--- src/rtl/cntr_limit_sequencer_if.sv ---
// Host-side bus of cntr_limit_sequencer: table write port, start/abort
// controls and sequence status. master = host, slave = sequencer.
interface cntr_limit_sequencer_if #(
  parameter int unsigned DEPTH = 4,
  parameter int unsigned LW    = 8,
  parameter int unsigned RW    = 4
);
  localparam int unsigned IW = $clog2(DEPTH);

  logic          wr_en;
  logic [IW-1:0] wr_addr;
  logic [LW-1:0] wr_limit;
  logic [RW-1:0] wr_reps;
  logic          start;
  logic          abort;
  logic [IW-1:0] cur_idx;
  logic          busy;
  logic          seq_done;

  modport master (
    output wr_en, wr_addr, wr_limit, wr_reps, start, abort,
    input  cur_idx, busy, seq_done
  );

  modport slave (
    input  wr_en, wr_addr, wr_limit, wr_reps, start, abort,
    output cur_idx, busy, seq_done
  );
endinterface

--- src/rtl/cntr_limit_sequencer.sv ---
// Sequencer for the synchronised limit counter. Walks a DEPTH-entry table of
// {limit, repeat count}, enabling the counter for each entry until it has
// wrapped 'repeat count' times, with a GAP_CYC enable-low gap between entries
// so late synchronised wraps are flushed. Entries with repeat count 0 are skipped.
// Optional feature: define CNTR_SEQ_LOOP_EN to restart the table after each lap
// until abort (a lap that ran no entry returns to idle instead).
module cntr_limit_sequencer #(
  parameter int unsigned DEPTH   = 4,
  parameter int unsigned LW      = 8,
  parameter int unsigned RW      = 4,
  parameter int unsigned GAP_CYC = 3
) (
  input  logic                    clk,
  input  logic                    rst_n_2,
  cntr_limit_sequencer_if.slave   host,
  input  logic                    cntr_done,
  output logic                    cntr_ena,
  output logic [LW-1:0]           cntr_limit
);
  localparam int unsigned IW = $clog2(DEPTH);
  localparam int unsigned GW = $clog2(GAP_CYC + 1);

  localparam logic [2:0] S_IDLE = 3'd0;
  localparam logic [2:0] S_LOAD = 3'd1;
  localparam logic [2:0] S_RUN  = 3'd2;
  localparam logic [2:0] S_GAP  = 3'd3;
  localparam logic [2:0] S_FIN  = 3'd4;

  logic [2:0]    state;
  logic [LW-1:0] tbl_limit [DEPTH];
  logic [RW-1:0] tbl_reps  [DEPTH];
  logic [RW-1:0] rep_cnt;
  logic [GW-1:0] gap_cnt;
  logic [IW-1:0] cur_idx;
  logic          busy;
  logic          seq_done;
  logic          last_idx;
`ifdef CNTR_SEQ_LOOP_EN
  logic          ran_any;
`endif

  assign last_idx      = (cur_idx == IW'(DEPTH - 1));
  assign host.cur_idx  = cur_idx;
  assign host.busy     = busy;
  assign host.seq_done = seq_done;

  // Entry table: host writes land only while the sequencer is idle
  always_ff @(posedge clk or negedge rst_n_2) begin
    if (!rst_n_2) begin
      for (int unsigned i = 0; i < DEPTH; i++) begin
        tbl_limit[i] <= '0;
        tbl_reps[i]  <= '0;
      end
    end else if (host.wr_en && !busy) begin
      tbl_limit[host.wr_addr] <= host.wr_limit;
      tbl_reps[host.wr_addr]  <= host.wr_reps;
    end
  end

  // Sequencer FSM; every output is registered alongside the state it belongs to
  always_ff @(posedge clk or negedge rst_n_2) begin
    if (!rst_n_2) begin
      state      <= S_IDLE;
      cur_idx    <= '0;
      rep_cnt    <= '0;
      gap_cnt    <= '0;
      cntr_ena   <= 1'b0;
      cntr_limit <= '0;
      busy       <= 1'b0;
      seq_done   <= 1'b0;
`ifdef CNTR_SEQ_LOOP_EN
      ran_any    <= 1'b0;
`endif
    end else if (host.abort) begin
      state    <= S_IDLE;
      cur_idx  <= '0;
      rep_cnt  <= '0;
      gap_cnt  <= '0;
      cntr_ena <= 1'b0;
      busy     <= 1'b0;
      seq_done <= 1'b0;
    end else begin
      seq_done <= 1'b0;
      case (state)
        S_IDLE: begin
          if (host.start) begin
            state   <= S_LOAD;
            cur_idx <= '0;
            busy    <= 1'b1;
`ifdef CNTR_SEQ_LOOP_EN
            ran_any <= 1'b0;
`endif
          end
        end
        S_LOAD: begin
          if (tbl_reps[cur_idx] == '0) begin
            if (last_idx) begin
              state    <= S_FIN;
              seq_done <= 1'b1;
            end else begin
              cur_idx <= cur_idx + IW'(1);
            end
          end else begin
            cntr_limit <= tbl_limit[cur_idx];
            rep_cnt    <= tbl_reps[cur_idx];
            cntr_ena   <= 1'b1;
            state      <= S_RUN;
`ifdef CNTR_SEQ_LOOP_EN
            ran_any    <= 1'b1;
`endif
          end
        end
        S_RUN: begin
          if (cntr_done) begin
            rep_cnt <= rep_cnt - RW'(1);
            if (rep_cnt == RW'(1)) begin
              state    <= S_GAP;
              cntr_ena <= 1'b0;
              gap_cnt  <= '0;
            end
          end
        end
        S_GAP: begin
          if (gap_cnt == GW'(GAP_CYC - 1)) begin
            gap_cnt <= '0;
            if (last_idx) begin
              state    <= S_FIN;
              seq_done <= 1'b1;
            end else begin
              cur_idx <= cur_idx + IW'(1);
              state   <= S_LOAD;
            end
          end else begin
            gap_cnt <= gap_cnt + GW'(1);
          end
        end
        S_FIN: begin
`ifdef CNTR_SEQ_LOOP_EN
          // a lap that ran nothing would spin forever, so it ends the sequence
          if (ran_any) begin
            state   <= S_LOAD;
            cur_idx <= '0;
            ran_any <= 1'b0;
          end else begin
            state <= S_IDLE;
            busy  <= 1'b0;
          end
`else
          state <= S_IDLE;
          busy  <= 1'b0;
`endif
        end
        default: begin
          state    <= S_IDLE;
          cntr_ena <= 1'b0;
          busy     <= 1'b0;
        end
      endcase
    end
  end
endmodule
--- src/flat_wrapper.sv ---
// flat-port wrapper written by rule: the top's interface ports become plain ports
module cntr_limit_sequencer_flat 
#(
  parameter int unsigned DEPTH   = 4,
  parameter int unsigned LW      = 8,
  parameter int unsigned RW      = 4,
  parameter int unsigned GAP_CYC = 3
)
  (clk, rst_n_2, cntr_done, cntr_ena, cntr_limit, host_wr_en, host_wr_addr, host_wr_limit, host_wr_reps, host_start, host_abort, host_cur_idx, host_busy, host_seq_done);
  cntr_limit_sequencer_if #(.DEPTH(DEPTH), .LW(LW), .RW(RW)) host_i ();
  input  logic clk;
  input  logic rst_n_2;
  input  logic cntr_done;
  output logic cntr_ena;
  output logic [LW-1:0] cntr_limit;
  input wire logic [$bits(host_i.wr_en)-1:0] host_wr_en;
  input wire logic [$bits(host_i.wr_addr)-1:0] host_wr_addr;
  input wire logic [$bits(host_i.wr_limit)-1:0] host_wr_limit;
  input wire logic [$bits(host_i.wr_reps)-1:0] host_wr_reps;
  input wire logic [$bits(host_i.start)-1:0] host_start;
  input wire logic [$bits(host_i.abort)-1:0] host_abort;
  output wire logic [$bits(host_i.cur_idx)-1:0] host_cur_idx;
  output wire logic [$bits(host_i.busy)-1:0] host_busy;
  output wire logic [$bits(host_i.seq_done)-1:0] host_seq_done;
  assign host_i.wr_en = host_wr_en;
  assign host_i.wr_addr = host_wr_addr;
  assign host_i.wr_limit = host_wr_limit;
  assign host_i.wr_reps = host_wr_reps;
  assign host_i.start = host_start;
  assign host_i.abort = host_abort;
  assign host_cur_idx = host_i.cur_idx;
  assign host_busy = host_i.busy;
  assign host_seq_done = host_i.seq_done;
  cntr_limit_sequencer #(.DEPTH(DEPTH), .LW(LW), .RW(RW), .GAP_CYC(GAP_CYC)) u_core (.clk(clk), .rst_n_2(rst_n_2), .host(host_i), .cntr_done(cntr_done), .cntr_ena(cntr_ena), .cntr_limit(cntr_limit));
endmodule
--- config.mk ---
export PLATFORM = sky130hd
export DESIGN_NAME = cntr_limit_sequencer_flat
export DESIGN_NICKNAME = d
export VERILOG_FILES = /design/src/rtl/cntr_limit_sequencer_if.sv /design/src/rtl/cntr_limit_sequencer.sv /design/src/flat_wrapper.sv
export SDC_FILE = /design/constraint.sdc
export NUM_CORES = 1
export LEC_CHECK = 0
export ABC_AREA = 1
export BUFFER_PORTS_ARGS = -buffer_cell sky130_fd_sc_hd__buf_2
export CORE_MARGIN = 4
export CORE_UTILIZATION = 35
export DETAILED_ROUTE_END_ITERATION = 10
export MAX_ROUTING_LAYER = met4
export PLACE_DENSITY_LB_ADDON = 0.1
export SYNTH_ARGS = -nofsm -noshare
export SYNTH_HDL_FRONTEND = slang
export SYNTH_SLANG_ARGS = --single-unit
--- constraint.sdc ---
create_clock -name clk -period 1.68 [get_ports clk]
set_input_delay 0 -clock clk [delete_from_list [all_inputs] [get_ports clk]]
set_output_delay 0 -clock clk [all_outputs]
set_load 0.02 [all_outputs]
### Word-level counts from Yosys, hierarchy flattened

Cells that the tools add are included.

| word-level totals | value |
|---|---|
| output and inout bits | 13 |
| bits in registers | 70 |

| operators by class | value |
|---|---|
| order comparisons | 3 |
| bitwise operators | 4 |
| reduce and logical (&&, ||, !) cells | 17 |
| add/sub/neg operators | 3 |
| muxes and demuxes | 49 |
| equal/unequal tests | 16 |

Operator list:

| kind | count |
|---|---|
| bitwise mux 32 bit | 1 |
| 2-to-1 mux 3 bit | 8 |
| 2-to-1 mux 4 bit | 6 |
| 2-to-1 mux 8 bit | 3 |
| 2-to-1 mux 2 bit | 9 |
| binary-select mux 8 bit (select 2 bit) | 1 |
| bitwise mux 16 bit | 1 |
| demux 8 bit (select 2 bit) | 1 |
| case mux 3 bit (4 select lines) | 1 |
| 2-to-1 mux 1 bit | 10 |
| inequality test 3 x 2 -> 1 bit (second input constant) | 3 |
| inequality test 3 bit (second input constant) | 3 |
| AND reduction 3 bit | 3 |
| binary-select mux 4 bit (select 2 bit) | 1 |
| demux 4 bit (select 2 bit) | 1 |
| case mux 4 bit (2 select lines) | 1 |
| AND reduction 4 bit | 2 |
| == test 3 x 2 -> 1 bit (second input constant) | 2 |
| greater-or-equal comparator 3 bit (second input constant) | 2 |
| NOT 2 -> 3 bit | 2 |
| case mux 2 bit (3 select lines) | 1 |
| nonzero test 3 bit | 2 |
| OR reduction 3 bit | 2 |
| AND reduction 5 bit | 1 |
| other kinds (19) | 25 |

### Logic depth before layout (Yosys ltp)

Gate-level depths: netlist (run 1).

| depth | value |
|---|---|
| depth after elaboration | 8 |
| mapped depth | 12 |
| depth with buffers taken out | 10 |

### Least setup slack after synthesis (run 1)

No wires, ideal clock.

| path | value |
|---|---|
| path kind | register to register |
| start | register u_core.cur_idx[0] (netlist: u_core.host.cur_idx[0]) |
| end | register u_core.cur_idx[0] (netlist: u_core.host.cur_idx[0]) |
| setup slack | 38 ps |
| arrival | 1525 ps |
| stages on the path, launching flop included | 12 |
| data required time | 1563 ps |
| path buffers | 3 |
| cells stage by stage | dfrtp_1 -> buf_6 -> buf_2 -> nand2_1 -> nand3_2 -> nand2_2 -> nand2_4 -> o21ai_2 -> buf_6 -> nand2_4 -> nand2_1 -> o21ai_2 |

| between the ends | value |
|---|---|
| longest elaborated chain between the ends | 7 |
| elaborated cells on any way between the ends | 14 |
| classes of those cells | add/sub: 1; eq/ne: 2; mux: 8; bitwise: 1; reduce/logical: 2 |

Ends and longest elaborated chain:

| element | RTL line | text |
|---|---|---|
| start, declared | cntr_limit_sequencer.sv:34 | `logic [IW-1:0] cur_idx;` |
| start signal, assigned | cntr_limit_sequencer.sv:101 | `cur_idx <= cur_idx + IW'(1);` |
| start signal, assigned | cntr_limit_sequencer.sv:130 | `cur_idx <= cur_idx + IW'(1);` |
| NOT 2 -> 3 bit (implied by the code) | cntr_limit_sequencer.sv:96 | `if (tbl_reps[cur_idx] == '0) begin` |
| binary-select mux 4 bit (select 2 bit) | cntr_limit_sequencer.sv:96 |  |
| 2-to-1 mux 4 bit (implied by the code) (2 in series) | cntr_limit_sequencer.sv:96 |  |
| zero test 4 bit | cntr_limit_sequencer.sv:96 |  |
| inequality test 3 x 2 -> 1 bit (no source line) | -- |  |
| AND reduction 4 bit (no source line) | -- |  |

Parallel ways exist; a longest one is shown, timed or not. The select of a mux whose other input is x is not followed.
A chain may end at the register's enable or synchronous reset.

### Worst setup path after layout (run 1)

| path | value |
|---|---|
| start | register u_core.cur_idx[0] (netlist: u_core.host.cur_idx[0]) |
| end | register u_core.cur_idx[1] (netlist: u_core.host.cur_idx[1]) |

Same word-level chain as after synthesis.

==> run summary, run 1 <==
The run finished with clean final reports. After synthesis the cells add up to 0.003251 sq mm. For the number of cell rows, the log shows 34. On the final layout, the worst clock skew is 0.008192 ns. The destination of the worst register-to-register timing path was u_core.host.cur_idx[1]. The final cycle utilization of the critical path is 94.32%. The worst pin sits at a relative slew slack of 74.71%. The run gives 0 as the DRC violation count after routing.

For this run, the register share of the synthesized area comes to 53.89%. The post-route cell area is 0.004040 sq mm, and the number of buffers between clock root and the deepest sink is 2. The run gives 0.34 ns as the clock insertion delay at the later pin of the skew report. The run gives 0 as the number of warnings reported in the yosys synthesis log.

The endpoint kind of the worst setup timing path was a register. TritonCTS built the clock tree. The TritonCTS sink count was 70. Using the TritonRoute via totals, the vias-per-cell ratio works out to 4.830. Actual transition at the worst max-transition pin: 0.3793 ns. After synthesis, the netlist uses 27 different library cells. After detailed placement, the total cell area comes to 0.003596 sq mm. In this design, the stage delay of the slowest critical-path cell is 0.43 ns. The run gives 0.09538 ns as the post-layout worst setup margin. The count of nets left with antenna violations after detail routing was 0. The total power draw was 6.632 mW. For the number of global-route vias before repair, the log shows 2802.

The effective utilization at floorplan is 36.56%, and the register-to-register setup slack is 0.1 ns. The HPWL after detailed placement is 5300 um. After synthesis the netlist holds a flip-flop and latch count of 70. Setup violations remaining at the end of the flow were counted as 0.

The sum of negative setup slack is 0 ns. STA classifies the critical path startpoint as a register. The number of cells on the worst reg-to-reg path is 8. Data on the critical path is required at its endpoint by 1.92 ns. Buffer type at the clock tree root: sky130_fd_sc_hd__clkbuf_8.

The overall die area came out at 0.01089 sq mm. Timing would allow up to 0.6311 GHz. Global routing finished with a remaining overflow of 0. For the detailed-route via count, the log shows 2734. The tools report the critical register-to-register path startpoint as u_core.host.cur_idx[0]. The start point of the worst min-delay path is cntr_done. The pre-CTS setup slack came out at 0.02639 ns. The signal on the critical path passes through buf_6, ha_1, inv_1, nor2_1, nor3_2, nand2_4, nand2_1, o21ai_2. The area growth from synthesis to layout works out to 24.29%. The total count of max-transition violations in the final report came out at 0.

The worst voltage drop across the vdd grid came out at 0.5106 mV. The dominant synthesized flop cell is sky130_fd_sc_hd__dfrtp_1. Global routing used 2.421% of the available met3 tracks. The post-synthesis cell count is 393, and the antenna cell count is 0. The detailed-route wire length per cell is 13.72 um. The final design utilization was 45.44%; the register area was 0.001752 sq mm. The count of flip-flops with a built-in enable after synthesis is 0, and the port buffer count is 32. The leakage power figure was 2.005 nW; the maximum fanout encountered on the critical timing path was 10.

A synthesized cell averages 8.271 sq um. The logs give 0.8488 for the last weighted congestion value of the routability-driven placer and 0 for the hold violation count in the final report. The floorplan step set the die height to 104.4 um. The path with the worst hold slack has its endpoint at u_core.cntr_ena. The number of detailed-route iterations in the first pass was 4; the total power density per cell area was 1641 mW/mm^2. For this block, the initial DRC count from the detailed router was 125. Max-cap violations in this run came to 0. The run gives 21.38% as the met1 global-route usage. The floorplan core area was 0.008891 sq mm. The final layout contains 476 nets. The slowest stage of the critical path belongs to the cell sky130_fd_sc_hd__dfrtp_1. Of the cells placed in the final design, the portion with a size suffix greater than 1 is 18.78%.

For the area of the multi-input gates, the log shows 0.001344 sq mm. The wire length of the first global-routing pass is 13390 um. For the number of antenna violations at the first check in global routing, the log shows 0.

Clock tree synthesis inserted a total of 9 buffers. The clock tree synthesis step divided the H-tree into 3 levels. In this run the worst setup path begins at u_core.host.cur_idx[0].

The clock transition time at the flip-flop clock pins of the worst setup and hold paths came out at 0.08 ns. The tightest min-delay check is of the input pin to register type. The number of nets in the synthesized netlist is 416. The most utilized layer in the global route result was met2.

Along the worst hold path, the cell count comes to 6. The category of the critical setup timing path is register to register. The post-layout minimum cycle time works out to 1.585 ns. For this block, the routed nets add up to 7768 um of wire.

Global routing used 15.52% of the available tracks. The global routing met2 resource utilization is 23.20%. The tools report the worst path arrival time as 1.82 ns. For the number of top-level design ports, the log shows 33. Entering global routing, the biggest net connects 71 pins. The die is 104.4 um wide.

After filler insertion, the fill cell instance count of the layout stands at 908. Counting flops with an async set or reset pin after synthesis yields a share of 100.0%.
cell usage in the layout (no fill, tap or decap):
cell and n:
sky130_fd_sc_hd__o21ai_1 1, sky130_fd_sc_hd__o22ai_1 12, sky130_fd_sc_hd__bufinv_16 3, sky130_fd_sc_hd__dfrtp_1 70
sky130_fd_sc_hd__inv_1 27, sky130_fd_sc_hd__inv_6 1, sky130_fd_sc_hd__o21ai_0 76, sky130_fd_sc_hd__o21ai_4 1
sky130_fd_sc_hd__clkbuf_1 1, sky130_fd_sc_hd__buf_6 1, sky130_fd_sc_hd__nand2_1 117, sky130_fd_sc_hd__nor2_1 25
sky130_fd_sc_hd__nand2_4 2, sky130_fd_sc_hd__nand2_2 6, sky130_fd_sc_hd__buf_4 16, sky130_fd_sc_hd__a21oi_2 1
sky130_fd_sc_hd__a22oi_1 1, sky130_fd_sc_hd__buf_12 1, sky130_fd_sc_hd__o21bai_1 1, sky130_fd_sc_hd__nand3b_1 1
sky130_fd_sc_hd__nor2_2 1, sky130_fd_sc_hd__dlygate4sd3_1 15, sky130_fd_sc_hd__ha_1 3, sky130_fd_sc_hd__a21oi_1 3
sky130_fd_sc_hd__nand3_1 13, sky130_fd_sc_hd__buf_2 32, sky130_fd_sc_hd__a21oi_4 1, sky130_fd_sc_hd__xnor2_1 1
sky130_fd_sc_hd__inv_4 1, sky130_fd_sc_hd__nand3_2 3, sky130_fd_sc_hd__nor2_4 1, sky130_fd_sc_hd__inv_2 1
sky130_fd_sc_hd__nor3_2 1, sky130_fd_sc_hd__o21ai_2 2, sky130_fd_sc_hd__nor3_1 5, sky130_fd_sc_hd__clkbuf_8 9
sky130_fd_sc_hd__clkinv_2 2
power by group:
part / internal (mW) / leakage [nW] / total, mW / switching, mW
Combinational: 0.930 / 0.994 / 2.48 / 1.55
Clock: 0.988 / 0.121 / 1.63 / 0.646
Sequential: 2.21 / 0.890 / 2.52 / 0.310
per-layer routing:
metal  vias to the layer above  routed length (um)
met3                        10                 221
met1                      1274                3973
met2                        45                3492
met5                         -                   0
met4                         0                  81
li1                       1405                   -
cell type report:
class | instances | area share (%)
clock buffer | 10 | 3.159
clock inverter | 6 | 2.694
inverter | 29 | 2.756
multi-input combinational | 278 | 33.26
sequential | 70 | 43.36
tap | 108 | 3.345
timing repair buffer | 65 | 11.43
critical path, delay by kind of cell (launching register included):
| kind | cells | cell delay (ns) |
|---|---|---|
| AO/OA/AOI/OAI | 1 | 0.05 |
| buffers and inverters | 2 | 0.28 |
| AND/OR/NAND/NOR | 4 | 0.51 |
| flip-flops | 1 | 0.43 |
| adder cells (fa/ha/maj) | 1 | 0.21 |
cell usage after synthesis, types with 2 or more instances:
cell type,n,area share (%)
sky130_fd_sc_hd__a21oi_1,4,0.62
sky130_fd_sc_hd__buf_2,3,0.46
sky130_fd_sc_hd__buf_6,3,1.0
sky130_fd_sc_hd__clkbuf_1,9,1.0
sky130_fd_sc_hd__dfrtp_1,70,54
sky130_fd_sc_hd__ha_1,3,1.2
sky130_fd_sc_hd__inv_1,27,3.1
sky130_fd_sc_hd__nand2_1,121,14
sky130_fd_sc_hd__nand2_2,2,0.38
sky130_fd_sc_hd__nand2_4,2,0.69
sky130_fd_sc_hd__nand3_1,15,2.3
sky130_fd_sc_hd__nor2_1,26,3.0
sky130_fd_sc_hd__nor3_1,6,0.92
sky130_fd_sc_hd__o21ai_0,76,12
sky130_fd_sc_hd__o21ai_2,3,0.81
sky130_fd_sc_hd__o22ai_1,12,2.3
registers in the layout (all words and copies together) (netlist names):
register,count
u_core.cntr_ena,1
u_core.cntr_limit,8
u_core.gap_cnt,2
u_core.host.busy,1
u_core.host.cur_idx,2
u_core.host.seq_done,1
u_core.rep_cnt,4
u_core.state,3
u_core.tbl_limit,32
u_core.tbl_reps,16
metrics by stage:
step / instances / hold slack [ns]
after floorplan: 393 / -0.2956
after global placement: 534 / 0.06074
after detailed placement: 534 / 0.05608
after CTS: 565 / 0.1303
after global routing: 566 / 0.1681
final: 566 / 0.1358
kinds of logic (layout without fill, tap and decap cells):
logic type               Yosys count  count (layout)  share of synthesized area [%]
AND/OR/NAND/NOR                  175             175                          22.17
AO/OA/AOI/OAI                     99              99                          16.32
flip-flops                        70              70                          53.89
buffers and inverters             45             110                          6.197
adder cells (fa/ha/maj)            3               3                          1.155
XOR/XNOR                           1               1                         0.2695
timing repair:
item,CTS,global route
setup endpoints to repair,0,21
hold buffers,15,0
setup buffers,0,1
resized for setup,0,12
endpoints found under the hold margin,117,0
worst max path at each step:
stage	endpoint	slack, ns	depth (start not counted)
2_1_floorplan	u_core.host.cur_idx[0]	0.04	11
3_3_place_gp	u_core.host.cur_idx[0]	0.08	10
3_5_place_dp	u_core.host.cur_idx[1]	0.03	8
4_1_cts	u_core.host.cur_idx[1]	0.01	8
5_1_grt	u_core.host.cur_idx[0]	-0.03	8
6_report	u_core.host.cur_idx[1]	0.1	8
(Power assumes the default switching activity.)
==> run 2: changes to the inputs <==
--- a/config.mk
+++ b/config.mk
@@ -9,2 +9,4 @@
 export BUFFER_PORTS_ARGS = -buffer_cell sky130_fd_sc_hd__buf_2
+export CELL_PAD_IN_SITES_DETAIL_PLACEMENT = 1
+export CELL_PAD_IN_SITES_GLOBAL_PLACEMENT = 2
 export CORE_MARGIN = 4
==> constraint.sdc (replaced) <==
create_clock -name clk -period 1.68 [get_ports clk]
set_input_delay 0.336 -clock clk [delete_from_list [all_inputs] [get_ports clk]]
set_output_delay 0.336 -clock clk [all_outputs]
set_load 0.02 [all_outputs]
==> run 2 against run 1 <==
Global-route usage rose by 1.8 points. Total power is 1.1% higher. Register-to-register slack better by 0.03 ns. First-iteration DRC count shrank 0.80%. Critical path type unchanged. Critical endpoint is now u_core.host.cur_idx[0]. Largest power group unchanged.
==> run summary, run 2 (same netlist as run 1, synthesis figures left out) <==
The chip height is 104.4 um (unchanged), and the hold violation count in the final report is 0 (unchanged). The floorplan core area is 0.008891 sq mm (unchanged). The highest clock frequency the design can meet is 0.6450 GHz (+2.2%), and the register-to-register setup slack is 0.13 ns (+0.03 ns). The logs give 2855 (+1.9%) for the number of global-route vias before repair and 0 (unchanged) for the sum of overflow across all layers after global routing. The logic depth of the worst setup path including buffers was 10 (+2); the number of setup violations in the final report was 0 (unchanged). The ratio of routed vias to standard cells works out to 4.980 (+3.1%). The number of antenna violations at the first check in global routing was 0 (unchanged). The area growth from synthesis to layout is 21.36%. The buffer type at the clock tree root was sky130_fd_sc_hd__clkbuf_8.

In this design, the largest share of critical-path delay is due to simple AND/OR/NAND/NOR gates. The effective utilization at floorplan is 36.56% (unchanged). The area of the multi-input gates is 0.001354 sq mm (+0.74%), and the register area is 0.001752 sq mm (unchanged). The most numerous cell type found on the critical path is sky130_fd_sc_hd__nand2_4.

Post-DP HPWL: 5968 um (+13%). Count of nets left with antenna violations after detail routing: 0 (unchanged). The logs give 8568 um (+10%) for the total routed wirelength and 0 (unchanged) for the total count of max-transition violations in the final report. In the final layout, the registers with the most flip-flops are u_core.tbl_limit (32), u_core.tbl_reps (16), u_core.cntr_limit (8). The tools report the number of top-level design ports as 33 (unchanged).

The DRC violation count after routing is 0 (unchanged). The flow ran to the end, and the final reports show no timing, DRC or antenna violations. Traced cell by cell, the critical path runs through buf_6, nand2_1, nand3_1, nand2_4, nand2_4, o21ai_4, buf_4, nand2_4, nand2_1, o21ai_2. Cell count after placement: 538 (+0.75%). The detailed-route wire length per cell works out to 15.41 um (+12%). The detailed-route via count came out at 2769 (+1.3%). The total power density per cell area was 1699 mW/mm^2 (+3.5%); the clock transition time at the flip-flop clock pins of the worst setup and hold paths was 0.07 ns (about the same). The overall die area is 0.01089 sq mm (unchanged). The cell depth of the worst flop-to-flop path came out at 10 (+2).

The total number of nets in the final design is 466 (-2.1%), and the leakage power figure is 1.961 nW (-2.2%). The path category of the worst min-delay check was input pin to register. Worst path buffer plus inverter count: 2 (unchanged). The pre-CTS setup slack was 0.02499 ns (-0.001401 ns). The stage delay of the slowest cell on the critical path came out at 0.43 ns (about the same). The category of the critical setup timing path is register to register. More flip-flops sit in one register than any other, and that register is u_core.tbl_limit. For the H-tree depth, the log shows 3 (unchanged).

The most frequent standard cell in the layout excluding fill and tap cells is sky130_fd_sc_hd__nand2_1. The post-layout minimum cycle time was 1.550 ns (-0.03425 ns); the final cycle utilization of the critical path was 92.28% (-2.0 points). The logs give 4 (unchanged) for the number of detailed-route iterations in the first pass and 9 (unchanged) for the number of buffers created by CTS. The last weighted congestion value of the routability-driven placer is 0.8417 (-0.84%), and the worst voltage drop across the vdd grid is 0.5428 mV (+6.3%). The number of max-cap violations was 0 (unchanged); the number of cell rows was 34 (unchanged). The largest clock skew in the final design came out at 0.01718 ns (+0.008984 ns). Among all stages on the critical path, the largest delay is contributed by sky130_fd_sc_hd__dfrtp_1.

The actual transition at the worst max-transition pin is 0.4116 ns (+0.03232 ns), and the largest net degree at the start of global routing is 71 (unchanged). The library cells used most frequently in the layout, excluding fill and tap cells, are 118 x sky130_fd_sc_hd__nand2_1, 75 x sky130_fd_sc_hd__o21ai_0, 70 x sky130_fd_sc_hd__dfrtp_1. Clock insertion delay at the later pin of the skew report: 0.34 ns (about the same). The post-route non-filler standard cell count came out at 556 (-1.8%).

The overall track demand over capacity in global routing was 17.35% (+1.8 points); the number of flip-flops in the largest register was 32 (unchanged). The worst endpoint required time came out at 1.90 ns (-0.02 ns). The maximum fanout encountered on the critical timing path works out to 9 (-1). Number of DRC markers in iteration 0: 124 (-0.80%). The tools report the wire length of the first global-routing pass as 14760 um (+10%). The worst relative slew slack came out at 72.56% (-2.2 points).

The fill cell instance count of the final layout was 1093 (+20%); the antenna cell count was 0 (unchanged). The worst hold path stage count is 2 (-4), and the proportion of layout cells with a drive suffix above 1 is 20.09% (+1.3 points). TritonCTS built the clock tree. STA classifies the critical path startpoint as a register. Die boundary width: 104.4 um (unchanged). STA classifies the critical path endpoint as a register. The TritonCTS sink count is 70 (unchanged), and the post-layout worst setup margin is 0.1296 ns (+0.03425 ns).

The number of buffers between clock root and the deepest sink came out at 2 (unchanged). The port buffer count is 32 (unchanged), and the worst path arrival time is 1.77 ns (-0.05 ns).
[run 2: changes by cell type in the layout (fill, tap and decap cells not counted), moves of 2 or more]
cell | previous run | this run
sky130_fd_sc_hd__dlygate4sd3_1 | 15 | 1
sky130_fd_sc_hd__buf_4 | 16 | 19
sky130_fd_sc_hd__clkinv_2 | 2 | 0
sky130_fd_sc_hd__nand2_2 | 6 | 4
[run 2: cell type report]
type                       count  area share, %
timing repair buffer          55          9.007
clock buffer                  11          3.330
clock inverter                 5          2.696
multi-input combinational    278          34.32
sequential                    70          44.40
inverter                      29          2.823
tap                          108          3.425
[run 2: per-layer routing]
layer  share of wire [%]  global-route usage, %  vias to the layer above
met5                   0                      -                        -
met4                 1.2                  4.653                        0
met3                 3.0                  3.849                       10
met2                  44                  26.01                       38
met1                  52                  23.77                     1336
li1                    -                      -                     1385
[run 2: worst paths after layout]
path / start / end
min reg2reg: u_core.cntr_ena / u_core.cntr_ena
max in group asynchronous: rst_n_2 / u_core.host.cur_idx[1]
max: u_core.host.cur_idx[0] / u_core.host.cur_idx[0]
min in group asynchronous: rst_n_2 / u_core.rep_cnt[3]
max reg2reg: u_core.host.cur_idx[0] / u_core.host.cur_idx[0]
min: host_abort / u_core.host.busy
[run 2: report_power, final]
part	internal, mW	switching [mW]	total, mW
clock network	0.994	0.657	1.65
registers	2.21	0.330	2.54
logic	0.934	1.58	2.51
[run 2: worst reg2reg max path: cells and delay by family, from the launching register on]
kind	cells	cell delay [ns]
compound gates	2	0.21
buf+inv	2	0.30
flops	1	0.43
simple gates	6	0.51
[run 2: what timing repair did]
item                                    in CTS  in global routing
hold buffers                                 0                  1
endpoints found under the hold margin        0                  4
setup buffers                                0                  1
gates resized for setup                      0                 16
endpoints found under the setup margin       0                 21
[run 2: per-stage QoR]
stage	hold WS (ns)	util [%]	instance area [sq um]	power [mW]	setup TNS, ns
floorplan	0.04041	-	3251	4.167	0
global placement	0.3975	40.78	3626	4.936	0
detailed placement	0.3960	40.78	3626	4.990	0
CTS	0.01699	43.46	3864	6.670	0
global route	0.2686	44.37	3945	7.282	-0.01528
finish	0.2665	44.37	3945	6.703	0
==> run 3: changes to the inputs <==
REMOVE_ABC_BUFFERS = 1   (was default)
==> run 3 against run 2 <==
Flip-flop and latch count did not move. Critical path depth did not move. Clock-buffer cell count fell by 1. Sequential share of layout area shrank 0.67 points. Critical path type unchanged.
==> run summary, run 3 (same netlist as run 1, synthesis figures left out) <==
The chip height works out to 104.4 um (unchanged). The buffer type at the clock tree root is sky130_fd_sc_hd__clkbuf_8. The critical path in this run is classified as register to register. Detailed-route wire length per cell: 15.80 um (+2.5%).

The largest registers in the layout are u_core.tbl_limit (32), u_core.tbl_reps (16), u_core.cntr_limit (8). The leakage power figure is 1.996 nW (+1.8%). Number of buffers created by CTS: 9 (unchanged).

The run gives 1.90 ns (about the same) as the worst endpoint required time. The endpoint kind of the worst setup timing path is a register. The post-layout minimum cycle time works out to 1.639 ns (+0.08904 ns). The final hold slack was 0.2617 ns (-0.004722 ns). The worst hold path belongs to the class input pin to register.

For the number of buffers between clock root and the deepest sink, the log shows 2 (unchanged). Post-route non-filler standard cell count: 558 (+0.36%). The logs give 0.01089 sq mm (unchanged) for the overall die area and 0 (unchanged) for the total count of max-transition violations in the final report. In the layout the commonest cells are 112 x sky130_fd_sc_hd__nand2_1, 76 x sky130_fd_sc_hd__o21ai_0, 68 x sky130_fd_sc_hd__dfrtp_1. The critical path goes through buf_6, nand2_2, nand3_2, nand2_2, nand2_4, buf_6, nor2_4, nand3_2, nand2_4, nor3_1. The number of detailed-route iterations in the first pass was 4 (unchanged). For the cell count after placement, the log shows 537 (-0.19%). The port buffer count was 32 (unchanged); the number of setup violations in the final report was 0 (unchanged).

The number of antenna violations at the first check in global routing is 0 (unchanged). The maximum fanout encountered on the critical timing path is 8 (-1), and the post-DP HPWL is 5840 um (-2.1%). The ratio of routed vias to standard cells was 5.011 (+0.61%).

From synthesis to final layout, the design area changed by 23.40%. The worst relative slew slack came out at 73.71% (+1.2 points). More flip-flops sit in one register than any other, and that register is u_core.tbl_limit. Most frequent standard cell in the layout excluding fill and tap cells: sky130_fd_sc_hd__nand2_1. For the floorplan core area, the log shows 0.008891 sq mm (unchanged).

The H-tree depth came out at 3 (unchanged). Detailed-route via count: 2796 (+0.98%). The run gives 0.5310 mV (-2.2%) as the worst voltage drop across the vdd grid. The tools report the antenna cell count as 0 (unchanged).

The actual transition at the worst max-transition pin was 0.3902 ns (-0.02138 ns). The last weighted congestion value of the routability-driven placer was 0.7779 (-7.6%). The proportion of layout cells with a drive suffix above 1 was 23.33% (+3.2 points); the highest clock frequency the design can meet was 0.6100 GHz (-5.4%). The number of max-cap violations was 0 (unchanged). The run gives 0.35 ns (about the same) as the clock insertion delay at the later pin of the skew report.

The fill cell instance count of the final layout is 1080 (-1.2%), and the overall track demand over capacity in global routing is 17.28% (-0.068 points). Setup repair after global routing could not meet its margin everywhere. The stage delay of the slowest cell on the critical path works out to 0.44 ns (about the same).

The number of flip-flops in the largest register came out at 32 (unchanged). The die boundary width was 104.4 um (unchanged); the total power draw was 6.829 mW (+1.9%). For the number of cell rows, the log shows 34 (unchanged). For the sum of overflow across all layers after global routing, the log shows 0 (unchanged).

The effective utilization at floorplan is 36.56% (unchanged). TritonCTS built the clock tree. The hold violation count in the final report is 0 (unchanged). STA classifies the critical path startpoint as a register. The final cycle utilization of the critical path is 97.58% (+5.3 points), and the number of top-level design ports is 33 (unchanged). The total number of nets in the final design was 468 (+0.43%); the clock transition time at the flip-flop clock pins of the worst setup and hold paths was 0.08 ns (about the same). The total routed wirelength was 8818 um (+2.9%); the final design utilization was 45.12% (+0.75 points).

The cell family contributing the most delay on the critical path is simple AND/OR/NAND/NOR gates. The total power density per cell area is 1703 mW/mm^2 (+0.20%). The worst path buffer plus inverter count is 2 (unchanged).

The number of DRC markers in iteration 0 was 127 (+2.4%). The TritonCTS sink count is 70 (unchanged). The flow ran to the end, and the final reports show no timing, DRC or antenna violations. The library cell contributing the largest single delay on the critical path was sky130_fd_sc_hd__dfrtp_2. For the count of nets left with antenna violations after detail routing, the log shows 0 (unchanged).

The logs give 2864 (+0.32%) for the number of global-route vias before repair and 0.01372 ns (-0.003452 ns) for the largest clock skew in the final design. The largest net degree at the start of global routing is 71 (unchanged), and the register-to-register setup slack is 0.04 ns (-0.09 ns). The worst path arrival time is 1.86 ns (+0.09 ns), and the wire length of the first global-routing pass is 14620 um (-0.94%). The DRC violation count after routing came out at 0 (unchanged).
run 3: changes by cell type in the layout (fill, tap and decap cells not counted), sizes merged:
| cell | before | now |
|---|---|---|
| bufinv | 3 | 2 |
| clkinv | 0 | 1 |
| clkbuf | 11 | 10 |
| buf | 54 | 56 |
| clkinvlp | 1 | 2 |
run 3: power breakdown:
part / total, mW / internal, mW / switching [mW]
Clock: 1.58 / 0.884 / 0.692
Combinational: 2.70 / 1.05 / 1.64
Sequential: 2.56 / 2.22 / 0.340
run 3: cell type report:
type	instances	area, sq um	area share, %
sequential	70	1754	43.73
multi-input combinational	278	1394	34.75
timing repair buffer	57	386.6	9.638
clock buffer	10	137.6	3.431
tap	108	135.1	3.369
inverter	29	111.4	2.776
clock inverter	6	92.59	2.308
run 3: routing by layer:
metal	vias up	wire length [um]	GRT usage, %
li1	1385	-	-
met1	1364	4353	23.38
met2	40	4140	26.20
met3	7	243	3.600
met4	0	80	5.128
met5	-	0	-
run 3: path summary, 6_finish.rpt:
| kind | from | endpoint | depth (start not counted) |
|---|---|---|---|
| max | u_core.host.cur_idx[0] | u_core.state[2] | 10 |
| min | host_abort | u_core.host.seq_done | 2 |
| max reg2reg | u_core.host.cur_idx[0] | u_core.state[2] | 10 |
| min reg2reg | u_core.cntr_limit[1] | u_core.cntr_limit[1] | 2 |
| max in group asynchronous | rst_n_2 | u_core.host.cur_idx[0] | 3 |
| min in group asynchronous | rst_n_2 | u_core.rep_cnt[3] | 3 |
run 3: metrics by stage:
stage	setup TNS (ns)	cell area (sq um)	worst slack (ns)
2_1_floorplan	-6.781	3161	-0.4944
3_3_place_gp	0	3631	0.04483
3_5_place_dp	-0.1824	3631	-0.03216
4_1_cts	0	3877	0.006922
5_1_grt	-0.2869	4011	-0.05859
6_report	0	4011	0.04058
run 3: what timing repair did:
item / CTS / global route
hold buffers: 0 / 1
setup endpoints to repair: 14 / 18
hold endpoints to repair: 0 / 5
pin swaps: 1 / 8
setup buffers: 1 / 3
gates resized for setup: 3 / 26
